File: src/rtl/core_sequencer_pkg.sv
// rtl/core_sequencer_pkg.sv - shared state encoding and limits for the ForthCPU phase sequencer
package core_sequencer_pkg;

    typedef enum logic [2:0] {
        SEQ_STARTUP = 3'd0,
        SEQ_FETCH   = 3'd1,
        SEQ_DECODE  = 3'd2,
        SEQ_EXECUTE = 3'd3,
        SEQ_EXEC2   = 3'd4,
        SEQ_COMMIT  = 3'd5,
        SEQ_STOPPED = 3'd6
    } seq_state_t;

    localparam int SEQ_CNT_W          = 4;
    localparam int STARTUP_CYCLES_MIN = 1;
    localparam int STARTUP_CYCLES_MAX = 15;
    localparam int WAIT_STATES_MIN    = 0;
    localparam int WAIT_STATES_MAX    = 7;

endpackage

File: src/rtl/core_sequencer.sv
// rtl/core_sequencer.sv - FETCH/DECODE/EXECUTE/COMMIT phase sequencer with wait states and debug run/step/halt
module core_sequencer
    import core_sequencer_pkg::*;
#(
    parameter int STARTUP_CYCLES = 4,
    parameter int WAIT_STATES    = 0
) (
    input  logic CLK,
    input  logic RESET,
    input  logic RUN,
    input  logic STEP,
    input  logic HALT,
    input  logic EXTEND,
    input  logic MEM_ACCESS,
    output logic FETCH,
    output logic DECODE,
    output logic EXECUTE,
    output logic COMMIT,
    output logic EXEC2,
    output logic PHASE_WAIT,
    output logic STOPPED,
    output logic INSTR_DONE
);

    localparam logic [SEQ_CNT_W-1:0] STARTUP_LOAD = SEQ_CNT_W'(STARTUP_CYCLES);
    localparam logic [SEQ_CNT_W-1:0] WAIT_LOAD    = SEQ_CNT_W'(WAIT_STATES);

    seq_state_t           state_q, state_d;
    logic [SEQ_CNT_W-1:0] cnt_q, cnt_d;
    logic                 halt_q, halt_d;
    logic                 ext_q, ext_d;
    logic                 mem_q, mem_d;
    logic                 step_mode_q, step_mode_d;
    logic                 run_q, run_d;

    always_comb begin
        state_d     = state_q;
        cnt_d       = cnt_q;
        halt_d      = halt_q;
        ext_d       = ext_q;
        mem_d       = mem_q;
        step_mode_d = step_mode_q;
        run_d       = (state_q == SEQ_STARTUP) ? run_q : RUN;

        unique case (state_q)
            SEQ_STARTUP: begin
                if (cnt_q == '0) begin
                    state_d = RUN ? SEQ_FETCH : SEQ_STOPPED;
                    cnt_d   = WAIT_LOAD;
                end else begin
                    cnt_d = cnt_q - 1'b1;
                end
            end
            SEQ_FETCH: begin
                if (cnt_q != '0) cnt_d = cnt_q - 1'b1;
                else             state_d = SEQ_DECODE;
            end
            SEQ_DECODE: begin
                halt_d  = HALT;
                ext_d   = EXTEND;
                mem_d   = MEM_ACCESS;
                state_d = SEQ_EXECUTE;
                // Register-only execute gets a zero count so it never stretches.
                cnt_d   = MEM_ACCESS ? WAIT_LOAD : '0;
            end
            SEQ_EXECUTE: begin
                if (cnt_q != '0) begin
                    cnt_d = cnt_q - 1'b1;
                end else begin
                    state_d = ext_q ? SEQ_EXEC2 : SEQ_COMMIT;
                    cnt_d   = ext_q ? WAIT_LOAD : '0;
                end
            end
            SEQ_EXEC2: begin
                if (cnt_q != '0) cnt_d = cnt_q - 1'b1;
                else             state_d = SEQ_COMMIT;
            end
            SEQ_COMMIT: begin
                if (halt_q || !RUN || step_mode_q) begin
                    state_d = SEQ_STOPPED;
                end else begin
                    state_d = SEQ_FETCH;
                    cnt_d   = WAIT_LOAD;
                end
            end
            SEQ_STOPPED: begin
                // A run edge takes priority so a simultaneous step still free-runs.
                if (RUN && !run_q) begin
                    state_d     = SEQ_FETCH;
                    cnt_d       = WAIT_LOAD;
                    step_mode_d = 1'b0;
                    halt_d      = 1'b0;
                end else if (STEP) begin
                    state_d     = SEQ_FETCH;
                    cnt_d       = WAIT_LOAD;
                    step_mode_d = 1'b1;
                    halt_d      = 1'b0;
                end
            end
            default: begin
                state_d = SEQ_STARTUP;
                cnt_d   = STARTUP_LOAD;
            end
        endcase
    end

    always_ff @(posedge CLK or posedge RESET) begin
        if (RESET) begin
            state_q     <= SEQ_STARTUP;
            cnt_q       <= STARTUP_LOAD;
            halt_q      <= 1'b0;
            ext_q       <= 1'b0;
            mem_q       <= 1'b0;
            step_mode_q <= 1'b0;
            run_q       <= 1'b0;
        end else begin
            state_q     <= state_d;
            cnt_q       <= cnt_d;
            halt_q      <= halt_d;
            ext_q       <= ext_d;
            mem_q       <= mem_d;
            step_mode_q <= step_mode_d;
            run_q       <= run_d;
        end
    end

    assign FETCH      = (state_q == SEQ_FETCH);
    assign DECODE     = (state_q == SEQ_DECODE);
    assign EXECUTE    = (state_q == SEQ_EXECUTE) || (state_q == SEQ_EXEC2);
    assign EXEC2      = (state_q == SEQ_EXEC2);
    assign COMMIT     = (state_q == SEQ_COMMIT);
    assign INSTR_DONE = (state_q == SEQ_COMMIT);
    assign STOPPED    = (state_q == SEQ_STOPPED);
    assign PHASE_WAIT = (FETCH || EXECUTE) && (cnt_q != '0);

    a_startup_range: assert property (@(posedge CLK)
        (STARTUP_CYCLES >= STARTUP_CYCLES_MIN) && (STARTUP_CYCLES <= STARTUP_CYCLES_MAX));
    a_wait_range: assert property (@(posedge CLK)
        (WAIT_STATES >= WAIT_STATES_MIN) && (WAIT_STATES <= WAIT_STATES_MAX));

endmodule

File: config.mk
export PLATFORM = sky130hd
export DESIGN_NAME = core_sequencer
export DESIGN_NICKNAME = d
export VERILOG_FILES = /design/src/rtl/core_sequencer_pkg.sv /design/src/rtl/core_sequencer.sv
export SDC_FILE = /design/constraint.sdc
export NUM_CORES = 1
export LEC_CHECK = 0
export ABC_AREA = 1
export CAP_MARGIN = 20
export CELL_PAD_IN_SITES_DETAIL_PLACEMENT = 0
export CELL_PAD_IN_SITES_GLOBAL_PLACEMENT = 1
export CORE_AREA = 2 2 51 53
export CTS_CLUSTER_DIAMETER = 80
export DETAILED_ROUTE_END_ITERATION = 7
export DIE_AREA = 0 0 53 55
export PLACE_DENSITY_LB_ADDON = 0.12
export SKIP_CTS_REPAIR_TIMING = 1
export SLEW_MARGIN = 20
export SYNTH_ARGS = -nofsm -noshare
export SYNTH_HDL_FRONTEND = slang
export SYNTH_SLANG_ARGS = --single-unit
File: constraint.sdc
create_clock -name CLK -period 2.1 [get_ports CLK]
set_clock_uncertainty 0.2 [all_clocks]
set_input_delay 0.63 -clock CLK [delete_from_list [all_inputs] [get_ports CLK]]
set_output_delay 0.63 -clock CLK [all_outputs]
set_load 0.02 [all_outputs]
# [After elaboration in Yosys (flattened, before gate mapping)]
# Index checks and enable logic that the tools add are counted.
[word_totals] register_bits=11 output_inout_bits=8 elab_cells=60
[op_classes] n_reduce_logical=18 muxes=22 eq_ne=13 addsub=1
[op_table] operator="3-bit 2-to-1 mux" n=8
[op_table] operator="4-bit 2-to-1 mux" n=6
[op_table] operator="4-bit one-hot mux with 6 select lines" n=1
[op_table] operator="3-bit one-hot mux with 7 select lines" n=1
[op_table] operator="3-bit equality test (second input constant)" n=3
[op_table] operator="2-bit inequality test (second input constant)" n=4
[op_table] operator="3-bit by 2-bit equality test with 1-bit output (second input constant)" n=2
[op_table] operator="1-bit 2-to-1 mux" n=5
[op_table] operator="5-bit AND reduction" n=1
[op_table] operator="4-bit zero test" n=1
[op_table] operator="1-bit logical OR" n=4
[op_table] operator="2-bit by 1-bit inequality test with 1-bit output (second input constant)" n=2
[op_table] operator="2-bit AND reduction" n=2
[op_table] operator="2-bit nonzero test" n=2
[op_table] operator="4-bit nonzero test" n=1
[op_table] operator="4-bit by 1-bit subtractor with 4-bit output (second input constant)" n=1
[op_table] operator="3-bit by 1-bit equality test with 1-bit output (second input constant)" n=1
[op_table] operator="3-bit zero test" n=1
[op_table] operator="3-bit by 2-bit inequality test with 1-bit output (second input constant)" n=1
[op_table] operator="3-bit AND reduction" n=1
[op_table] operator="1-bit logical AND" n=2
[op_table] operator="1-bit zero test" n=2
[op_table] operator="1-bit one-hot mux with 2 select lines" n=1
[op_table] operator="2-bit OR reduction" n=1

# [Logic depth before layout (Yosys ltp)]
# Gate-level depths: netlist of the first run.
[depth] ltp_word=5 ltp_mapped=10 ltp_nobuf=9

# [Least setup slack after synthesis of the first run]
# No wires, ideal clock.
[synth_path] kind="reg-to-output" start="reg cnt_q[0]" end="out PHASE_WAIT" path_stages_with_launch=6 path_slack_ns=-0.009 arrival_time_ns=1.279 required_ns=1.270 path_cell_list="dfrtp_1 > inv_1 > ha_1 > nand3_1 > inv_1 > o21ai_0"
[synth_via] elab_chain_len=2
[synth_rtl] element="start, declared" line_no="core_sequencer.sv:29" rtl="logic [SEQ_CNT_W-1:0] cnt_q, cnt_d;"
[synth_rtl] element="start signal, assigned" line_no="core_sequencer.sv:118" rtl="cnt_q <= cnt_d;"
[synth_rtl] element="4-bit nonzero test" line_no="core_sequencer.sv:134" rtl="assign PHASE_WAIT = (FETCH || EXECUTE) && (cnt_q != '0);"
[synth_rtl] element="1-bit logical AND" line_no="core_sequencer.sv:134"
[synth_rtl] element="end, declared" line_no="core_sequencer.sv:20" rtl="output logic PHASE_WAIT,"
# Every way passes these cells.

# [Worst setup path in the final report of the first run]
[layout_path] start="reg state_q[0]" end="out PHASE_WAIT"
[layout_via] elab_chain_len=4 elab_cells_between_ends=6 cone_classes="eq/ne (3); reduce/logical (3)"
[layout_rtl] element="start, declared" line_no="core_sequencer.sv:28" rtl="seq_state_t state_q, state_d;"
[layout_rtl] element="start signal, assigned" line_no="core_sequencer.sv:117" rtl="state_q <= state_d;"
[layout_rtl] element="3-bit by 2-bit equality test with 1-bit output / 3-bit equality test (equally long branches)" line_no="core_sequencer.sv:129" rtl="assign EXECUTE = (state_q == SEQ_EXECUTE) || (state_q == SEQ_EXEC2);"
[layout_rtl] element="1-bit logical OR" line_no="core_sequencer.sv:129"
[layout_rtl] element="1-bit logical OR (*)" line_no="core_sequencer.sv:134"
[layout_rtl] element="1-bit logical AND (*)" line_no="core_sequencer.sv:134"
# Mark *: on every way between the ends. The rest lies on a longest branch, timed or not.

==> results of run 1 <==
per-layer routing:
layer / wire [um] / vias to the layer above / global-route usage
met3: 58 / 2 / 0.0323
li1: - / 454 / -
met1: 1060 / 389 / 0.216
met4: 26 / 0 / 0.0641
met2: 958 / 12 / 0.244
met5: 0 / - / 0
report_power, final:
| part | switching (mW) | total, mW | internal, mW |
|---|---|---|---|
| clock | 0.0899 | 0.164 | 0.0738 |
| sequential | 0.0889 | 0.416 | 0.328 |
| combinational | 0.865 | 1.66 | 0.798 |
| total | 1.04 | 2.24 | 1.20 |
state kept, by name, indices dropped and copies added (netlist names):
signal / count
cnt_q: 4
ext_q: 1
halt_q: 1
run_q: 1
state_q: 3
step_mode_q: 1
worst min-delay path by stage:
stage	from	endpoint	slack [ns]	cells past startpoint
after CTS	ext_q$_DFFE_PP0P_	ext_q$_DFFE_PP0P_	0.29	2
after global routing	ext_q$_DFFE_PP0P_	ext_q$_DFFE_PP0P_	0.31	2
after detailed placement	ext_q$_DFFE_PP0P_	ext_q$_DFFE_PP0P_	0.26	2
final	ext_q$_DFFE_PP0P_	ext_q$_DFFE_PP0P_	0.29	2
after global placement	ext_q$_DFFE_PP0P_	ext_q$_DFFE_PP0P_	0.27	2
after floorplan	ext_q$_DFFE_PP0P_	ext_q$_DFFE_PP0P_	0.25	2
synth_stat cells:
| cell | n |
|---|---|
| dfrtp_1 | 10 |
| nand2_1 | 44 |
| inv_2 | 3 |
| ha_1 | 1 |
| nand2_2 | 3 |
| nand3_4 | 2 |
| nand3_1 | 10 |
| inv_1 | 21 |
| nor2_4 | 1 |
| buf_6 | 2 |
| buf_4 | 1 |
| nor2_2 | 1 |
| a32oi_1 | 1 |
| xor2_1 | 1 |
| o21ai_1 | 3 |
| nand4_1 | 4 |
| dfstp_2 | 1 |
| nor2_1 | 4 |
| nand3_2 | 1 |
| o21ai_0 | 3 |
cell families (layout without fill, tap and decap cells):
family	Yosys count	count (layout)	share of synthesized area
XOR/XNOR	1	1	0.0110
AND/OR/NAND/NOR	70	70	0.424
AO/OA/AOI/OAI	7	7	0.0489
adder cells (fa/ha/maj)	1	1	0.0158
buffers and inverters	27	73	0.151
flip-flops	11	11	0.349
worst max-delay path, stage by stage (launching register included):
cell and delay (ns):
dfrtp_2 0.46, nor2_2 0.14, nand2_2 0.07, nand2_2 0.08
nand2_2 0.06, o21ai_2 0.07, buf_6 0.13
cell type report:
cell class              count  area (um2)  share of cell area
multi-input cells          79         463               0.362
repair buffers             45         380               0.298
flip-flops and latches     11         280               0.219
inverters                  24        90.1              0.0705
well taps                  30        37.5              0.0294
clock buffers               4        26.3              0.0206
placed cells by master (no fill, tap or decap):
cell,count
clkbuf_4,3
o21ai_0,2
o21ai_1,3
nor2_4,2
ha_4,1
dfstp_2,1
dfrtp_2,3
a32oi_1,1
nand4_1,4
clkbuf_1,1
nand2_2,7
nand2_1,40
buf_6,8
clkdlybuf4s50_1,5
inv_2,9
nor2_1,2
nand3_2,2
inv_1,15
dfrtp_1,7
nand3_4,4
o21ai_2,1
xor2_1,1
buf_4,32
nor2_2,2
nand3_1,7
==> results.toml, run 1 <==
[run_status]
status = "finished with violations"
violations = "negative setup slack"

[logic_synthesis]
synth.area.top_cells = "dfrtp_1 32%, nand2_1 21%, inv_1 9.9%, nand3_1 6.3%, nand3_4 4.4%"
synth_seq_cells = 11
synth_seq_area_share = 0.349
ys_warn_count = 0
netlist.area_leader.share = 0.315
synth_cell_type_count = 20
synth_largest_area_cell = "dfrtp_1"
syn_inst = 117
syn_avg_cell_area_um2 = 6.78
synth_nets = 125
netlist_area_um2 = 793

[power]
p_per_area_nw_per_um2 = 1760
fin_total_pwr_mw = 2.24
ir_worst_vdd_mv = 0.796
p_leak_nw = 0.706

[floorplan]
die_y_um = 55
die_x_um = 53
start_util = 0.335
row_count = 18
io_pins = 15
core_region_area_um2 = 2360
dieArea_um2 = 2920

[drt]
drtIter0Drc = 15
vias = 857
drt_drc_violations_left = 0
viasPerCell = 4.44
postRouteAntennaNets = 0
first_pass_iters = 4
wire_per_inst_um = 10.9
drt_wl_total_um = 2100

[cells_and_area]
area_growth_pct = 61.0
final_core_util = 0.540
num_antenna_cells = 0
nets = 172
fillers = 247
final_cells = 193
final_area_um2 = 1280
layout-drive-gt1-share = 0.460

[cts]
htreeDepth = 1
cts-root-buf = "clkbuf_4"
cts_made_buffers = 3
clock_path_buffers = 2
cts_tree = "yes"
clock-sinks = 11
insertion_delay_ns = 0.28
path_clk_slew_ns = 0.09

[global_routing]
track_usage = 0.158
antenna_found_initial = 0
grt_overflow = 0
grt_pass1_wl_um = 3310
grt_pass1_vias = 745
grt_start_max_net_pins = 12

[sta]
final-setup-viol-count = 2
relSlewSlack = 0.692
hold_slack_ns = 0.287
min_period_ns = 2.13
tightest_slew_ns = 0.462
fmax_mhz = 469
post-route-period-util = 1.01
worst_slack_ns = -0.0314
slew_violations = 0
rsz0062_at_grt = "true"
finalHoldViolations = 0
setup_tns_ns = -0.0560

[critical_path]
cp-startpoint = "state_q[0]$_DFFE_PP0P_"
critPathArrivalTime_ns = 1.30
cp_max_fo = 5
worstSetupEndpoint = "PHASE_WAIT"
start_kind = "register"
rr_startpoint = "cnt_q[1]$_DFFE_PP0P_"
reg2reg_to = "state_q[1]$_DFFE_PP0P_"
rr_worst_depth = 9
rrSetupSlack_ns = 0.42
end_kind = "primary output"
worstPathRequired_ns = 1.27
critPathKind = "register to primary output"

[job]
max_cap_violations = 0

[placed_design]
dpl.hpwl_um = 1540
placed_area_um2 = 1150
dp_cells = 186
port_buffers = 13
place_congestion = 0.798
preCtsSetupSlack_ns = -0.293

[hold_path]
holdCritPathClass = "register to register"
No activity file was read; power rests on OpenSTA's default activity.
==> run 2: changes to the inputs <==
--- a/config.mk
+++ b/config.mk
@@ -14,7 +14,6 @@
 export DETAILED_ROUTE_END_ITERATION = 7
 export DIE_AREA = 0 0 53 55
 export PLACE_DENSITY_LB_ADDON = 0.12
-export SKIP_CTS_REPAIR_TIMING = 1
 export SLEW_MARGIN = 20
 export SYNTH_ARGS = -nofsm -noshare
 export SYNTH_HDL_FRONTEND = slang
==> results.toml, run 2 (synthesized netlist as in run 1, its figures left out) <==
[run_status]
status = "finished with violations"
violations = "negative setup slack"

[floorplan]
die_x_um = 53
row_count = 18
start_util = 0.335
dieArea_um2 = 2920
io_pins = 15
core_region_area_um2 = 2360
die_y_um = 55

[power]
p_comb_frac = 0.754
swShare = 0.466
pwr-share-clk = 0.070
p_per_area_nw_per_um2 = 1780
p_leak_nw = 0.731
p_int_mw = 1.27
p_switching_mw = 1.11
ir_worst_vdd_mv = 0.838
fin_total_pwr_mw = 2.39
p_seq_frac = 0.175

[drt]
drt_drc_violations_left = 0
wire_per_inst_um = 11.3
first_pass_iters = 4
vias = 896
drtIter0Drc = 12
postRouteAntennaNets = 0
drt_wl_total_um = 2230
viasPerCell = 4.55

[cts]
path_clk_slew_ns = 0.09
htreeDepth = 1
clock_path_buffers = 2
cts-root-buf = "clkbuf_4"
cts_tree = "yes"
clock-sinks = 11
cts_made_buffers = 3
insertion_delay_ns = 0.29

[critical_path]
critPathArrivalTime_ns = 1.34
end_kind = "primary output"
path_common_cell = "nand2_2"
slowest_delay_ns = 0.47
path_cells = "nor2_2, nand2_2, nand2_2, nand2_2, o21ai_4, buf_6"
start_kind = "register"
cp_max_fo = 4
rrSetupSlack_ns = 0.38
critPathKind = "register to primary output"
rr_startpoint = "state_q[0]$_DFFE_PP0P_"
reg2reg_to = "cnt_q[0]$_DFFE_PP0P_"
slowest_stage = "dfrtp_2"
worstPathRequired_ns = 1.27
rr_worst_depth = 10

[cells_and_area]
final_cell_mix = "39 x nand2_1, 35 x buf_4, 14 x inv_1"
final_area_um2 = 1340
reg_top3 = "cnt_q (4), state_q (3)"
largest_register = "cnt_q"
final_common_cell = "nand2_1"
layout-drive-gt1-share = 0.485
largest_reg_flops = 4
fillers = 242
register_area_um2 = 280
area_growth_pct = 68.8
multiInputGateArea_um2 = 483
final_core_util = 0.566
num_antenna_cells = 0
nets = 176

[placed_design]
place_congestion = 0.798
dpl.hpwl_um = 1540
placed_area_um2 = 1150
port_buffers = 13

[sta]
tightest_slew_ns = 0.462
worst_slack_ns = -0.0708
fmax_mhz = 461
slew_violations = 0
hold_slack_ns = 0.286
finalHoldViolations = 0
post-route-period-util = 1.03
setup_tns_ns = -0.0907
final-setup-viol-count = 3
relSlewSlack = 0.692
min_period_ns = 2.17
rsz0062_at_grt = "true"

[hold_path]
hold_depth = 2
holdCritPathClass = "register to register"
hold_path_startpoint = "ext_q$_DFFE_PP0P_"
min_to = "ext_q$_DFFE_PP0P_"

[job]
max_cap_violations = 0

[global_routing]
grt_pass1_vias = 778
antenna_found_initial = 0
grt_overflow = 0
grt_pass1_wl_um = 3490
grt_start_max_net_pins = 12
track_usage = 0.167
[run 2: per-layer routing]
layer,vias to the layer above,routed length (um),track usage
li1,465,-,-
met1,410,1060,0.221
met2,19,1050,0.271
met3,2,90,0.0323
met4,0,33,0.0641
met5,-,0,0
[run 2: critical path: cells and delay by family, from the launching register on]
kind            cells  cell delay, ns
compound gates      1            0.07
buf+inv             1            0.14
flops               1            0.47
simple gates        4            0.37
[run 2: timing repair]
action / CTS / global route
gates cloned: 0 / 0
gates resized for setup: 44 / 37
pin swaps: 3 / 6
setup endpoints to repair: 8 / 8
hold buffers: 0 / 0
setup buffers: 1 / 6
endpoints found under the hold margin: 0 / 0
[run 2: layout make-up]
cell class	count	share of cell area
multi-input combinational	79	0.361
timing repair buffer	49	0.309
sequential	11	0.209
inverter	24	0.0729
tap	30	0.0280
clock buffer	4	0.0196
[run 2: worst max path at each step]
stage / startpoint / to / slack, ns / depth (start not counted)
floorplan: state_q[1]$_DFFE_PP0P_ / PHASE_WAIT / 0.13 / 6
global placement: cnt_q[0]$_DFFE_PP0P_ / PHASE_WAIT / -0.26 / 6
detailed placement: cnt_q[0]$_DFFE_PP0P_ / PHASE_WAIT / -0.29 / 6
CTS: cnt_q[1]$_DFFE_PP0P_ / PHASE_WAIT / -0.07 / 6
global route: state_q[2]$_DFFE_PP0P_ / PHASE_WAIT / -0.14 / 6
finish: state_q[1]$_DFFE_PP0P_ / PHASE_WAIT / -0.07 / 6
[run 2: through the flow]
stage / setup WS, ns / cells
finish: -0.0708 / 197
global route: -0.138 / 197
CTS: -0.0678 / 191
detailed placement: -0.293 / 186
global placement: -0.259 / 186
floorplan: 0.134 / 117
[run 2: power by group through the flow]
stage / Clock [mW] / Combinational [mW] / Sequential [mW]
after floorplan: 0 / 0.861 / 0.369
after global placement: 0 / 1.44 / 0.384
after detailed placement: 0 / 1.46 / 0.389
after CTS: 0.166 / 1.49 / 0.392
after global routing: 0.183 / 2.00 / 0.430
final: 0.168 / 1.80 / 0.419
==> run 3: changes to the inputs <==
--- a/config.mk
+++ b/config.mk
@@ -9,10 +9,10 @@
 export CAP_MARGIN = 20
 export CELL_PAD_IN_SITES_DETAIL_PLACEMENT = 0
 export CELL_PAD_IN_SITES_GLOBAL_PLACEMENT = 1
-export CORE_AREA = 2 2 51 53
+export CORE_AREA = 2 2 55 57
 export CTS_CLUSTER_DIAMETER = 80
 export DETAILED_ROUTE_END_ITERATION = 7
-export DIE_AREA = 0 0 53 55
+export DIE_AREA = 0 0 57 59
 export PLACE_DENSITY_LB_ADDON = 0.12
 export SLEW_MARGIN = 20
 export SYNTH_ARGS = -nofsm -noshare
==> results.toml, run 3 (synthesized netlist as in run 1, its figures left out) <==
[sta]
hold_slack_ns = 0.311
final-setup-viol-count = 3
worst_slack_ns = -0.0195
relSlewSlack = 0.701
slew_violations = 0
finalHoldViolations = 0
setup_tns_ns = -0.0466
fmax_mhz = 472
rsz0062_at_grt = "true"
min_period_ns = 2.12
post-route-period-util = 1.01
tightest_slew_ns = 0.448

[floorplan]
dieArea_um2 = 3360
die_x_um = 57
die_y_um = 59
row_count = 19
core_region_area_um2 = 2710
start_util = 0.293
io_pins = 15

[cts]
cts_made_buffers = 3
clock-sinks = 11
insertion_delay_ns = 0.28
cts-root-buf = "clkbuf_4"
path_clk_slew_ns = 0.09
htreeDepth = 1
cts_tree = "yes"
clock_path_buffers = 2

[cells_and_area]
fillers = 309
final_cell_mix = "39 x nand2_1, 35 x buf_4, 15 x inv_1"
reg_top3 = "cnt_q (4), state_q (3)"
largest_register = "cnt_q"
final_area_um2 = 1300
num_antenna_cells = 0
final_common_cell = "nand2_1"
final_cells = 196
nets = 174
area_growth_pct = 63.9
layout-drive-gt1-share = 0.473
multiInputGateArea_um2 = 470
largest_reg_flops = 4
register_area_um2 = 280

[critical_path]
slowest_delay_ns = 0.43
critPathKind = "register to primary output"
end_kind = "primary output"
worstPathRequired_ns = 1.27
cpLargestDelayFamily = "flip-flops"
slowest_stage = "dfrtp_2"
crit_buf_inv = 2
start_kind = "register"
cp_max_fo = 6
critPathArrivalTime_ns = 1.29
path_cells = "buf_4, nand3_4, o21ai_2, buf_6"

[power]
ir_worst_vdd_mv = 1.07
p_per_area_nw_per_um2 = 1740
p_leak_nw = 0.714

[global_routing]
grt_overflow = 0
grt_start_max_net_pins = 12
grt_pass1_wl_um = 3590
track_usage = 0.142
grt_pass1_vias = 806
antenna_found_initial = 0

[drt]
postRouteAntennaNets = 0
wire_per_inst_um = 11.1
drt_drc_violations_left = 0
drtIter0Drc = 31
vias = 862
drt_wl_total_um = 2190
viasPerCell = 4.40
first_pass_iters = 4

[run_status]
violations = "negative setup slack"
status = "finished with violations"

[placed_design]
dpl.hpwl_um = 1650
placed_area_um2 = 1130
port_buffers = 13
place_congestion = 0.822
preCtsSetupSlack_ns = -0.286
dp_cells = 184

[job]
max_cap_violations = 0

[hold_path]
holdCritPathClass = "register to register"
run 3: what timing repair did:
item                       CTS  global route
pin swaps                    1             5
setup endpoints to repair    8             8
buffers inserted             3             5
gates resized for setup     41            33
hold buffers                 0             0
run 3: path summary, 6_finish.rpt:
| kind | startpoint | slack (ns) | to | cells past startpoint |
|---|---|---|---|---|
| worst max-delay path | state_q[1]$_DFFE_PP0P_ | -0.02 | PHASE_WAIT | 4 |
| min in group asynchronous | RESET | 0.44 | step_mode_q$_DFFE_PP0P_ | 2 |
| max in group asynchronous | RESET | 0.92 | cnt_q[2]$_DFFE_PP1P_ | 2 |
| worst min-delay path | ext_q$_DFFE_PP0P_ | 0.31 | ext_q$_DFFE_PP0P_ | 2 |
| worst min register to register | ext_q$_DFFE_PP0P_ | 0.31 | ext_q$_DFFE_PP0P_ | 2 |
| worst max register to register | state_q[1]$_DFFE_PP0P_ | 0.36 | cnt_q[2]$_DFFE_PP1P_ | 11 |
run 3: worst reg2reg max path, delay by kind of cell, from the launching register on:
kind,cells,cell delay (ns)
buf+inv,3,0.46
flops,1,0.43
simple gates,8,0.60
run 3: report_power, final:
group	total (mW)	internal, mW	leakage (nW)	switching, mW
combinational	1.68	0.823	0.569	0.858
clock	0.161	0.0738	0.0150	0.0873
sequential	0.419	0.328	0.130	0.0908
run 3: area by class of cell:
class | count | area share
inverters | 24 | 0.0712
well taps | 31 | 0.0298
repair buffers | 47 | 0.301
multi-input cells | 79 | 0.362
flip-flops and latches | 11 | 0.216
clock buffers | 4 | 0.0202
run 3: layer usage:
metal  vias to the layer above  global-route usage  share of wire
met1                       385               0.183           0.47
met4                         0              0.0831          0.023
met2                        15               0.223           0.47
met3                         5              0.0262          0.041
met5                         -                   0              0
li1                        457                   -              -
run 3: through the flow:
stage          power [mW]   util
3_5_place_dp         1.80  0.416
2_1_floorplan        1.23      -
6_report             2.26  0.480
5_1_grt              2.49  0.480
4_1_cts              1.99  0.429
3_3_place_gp         1.79  0.416
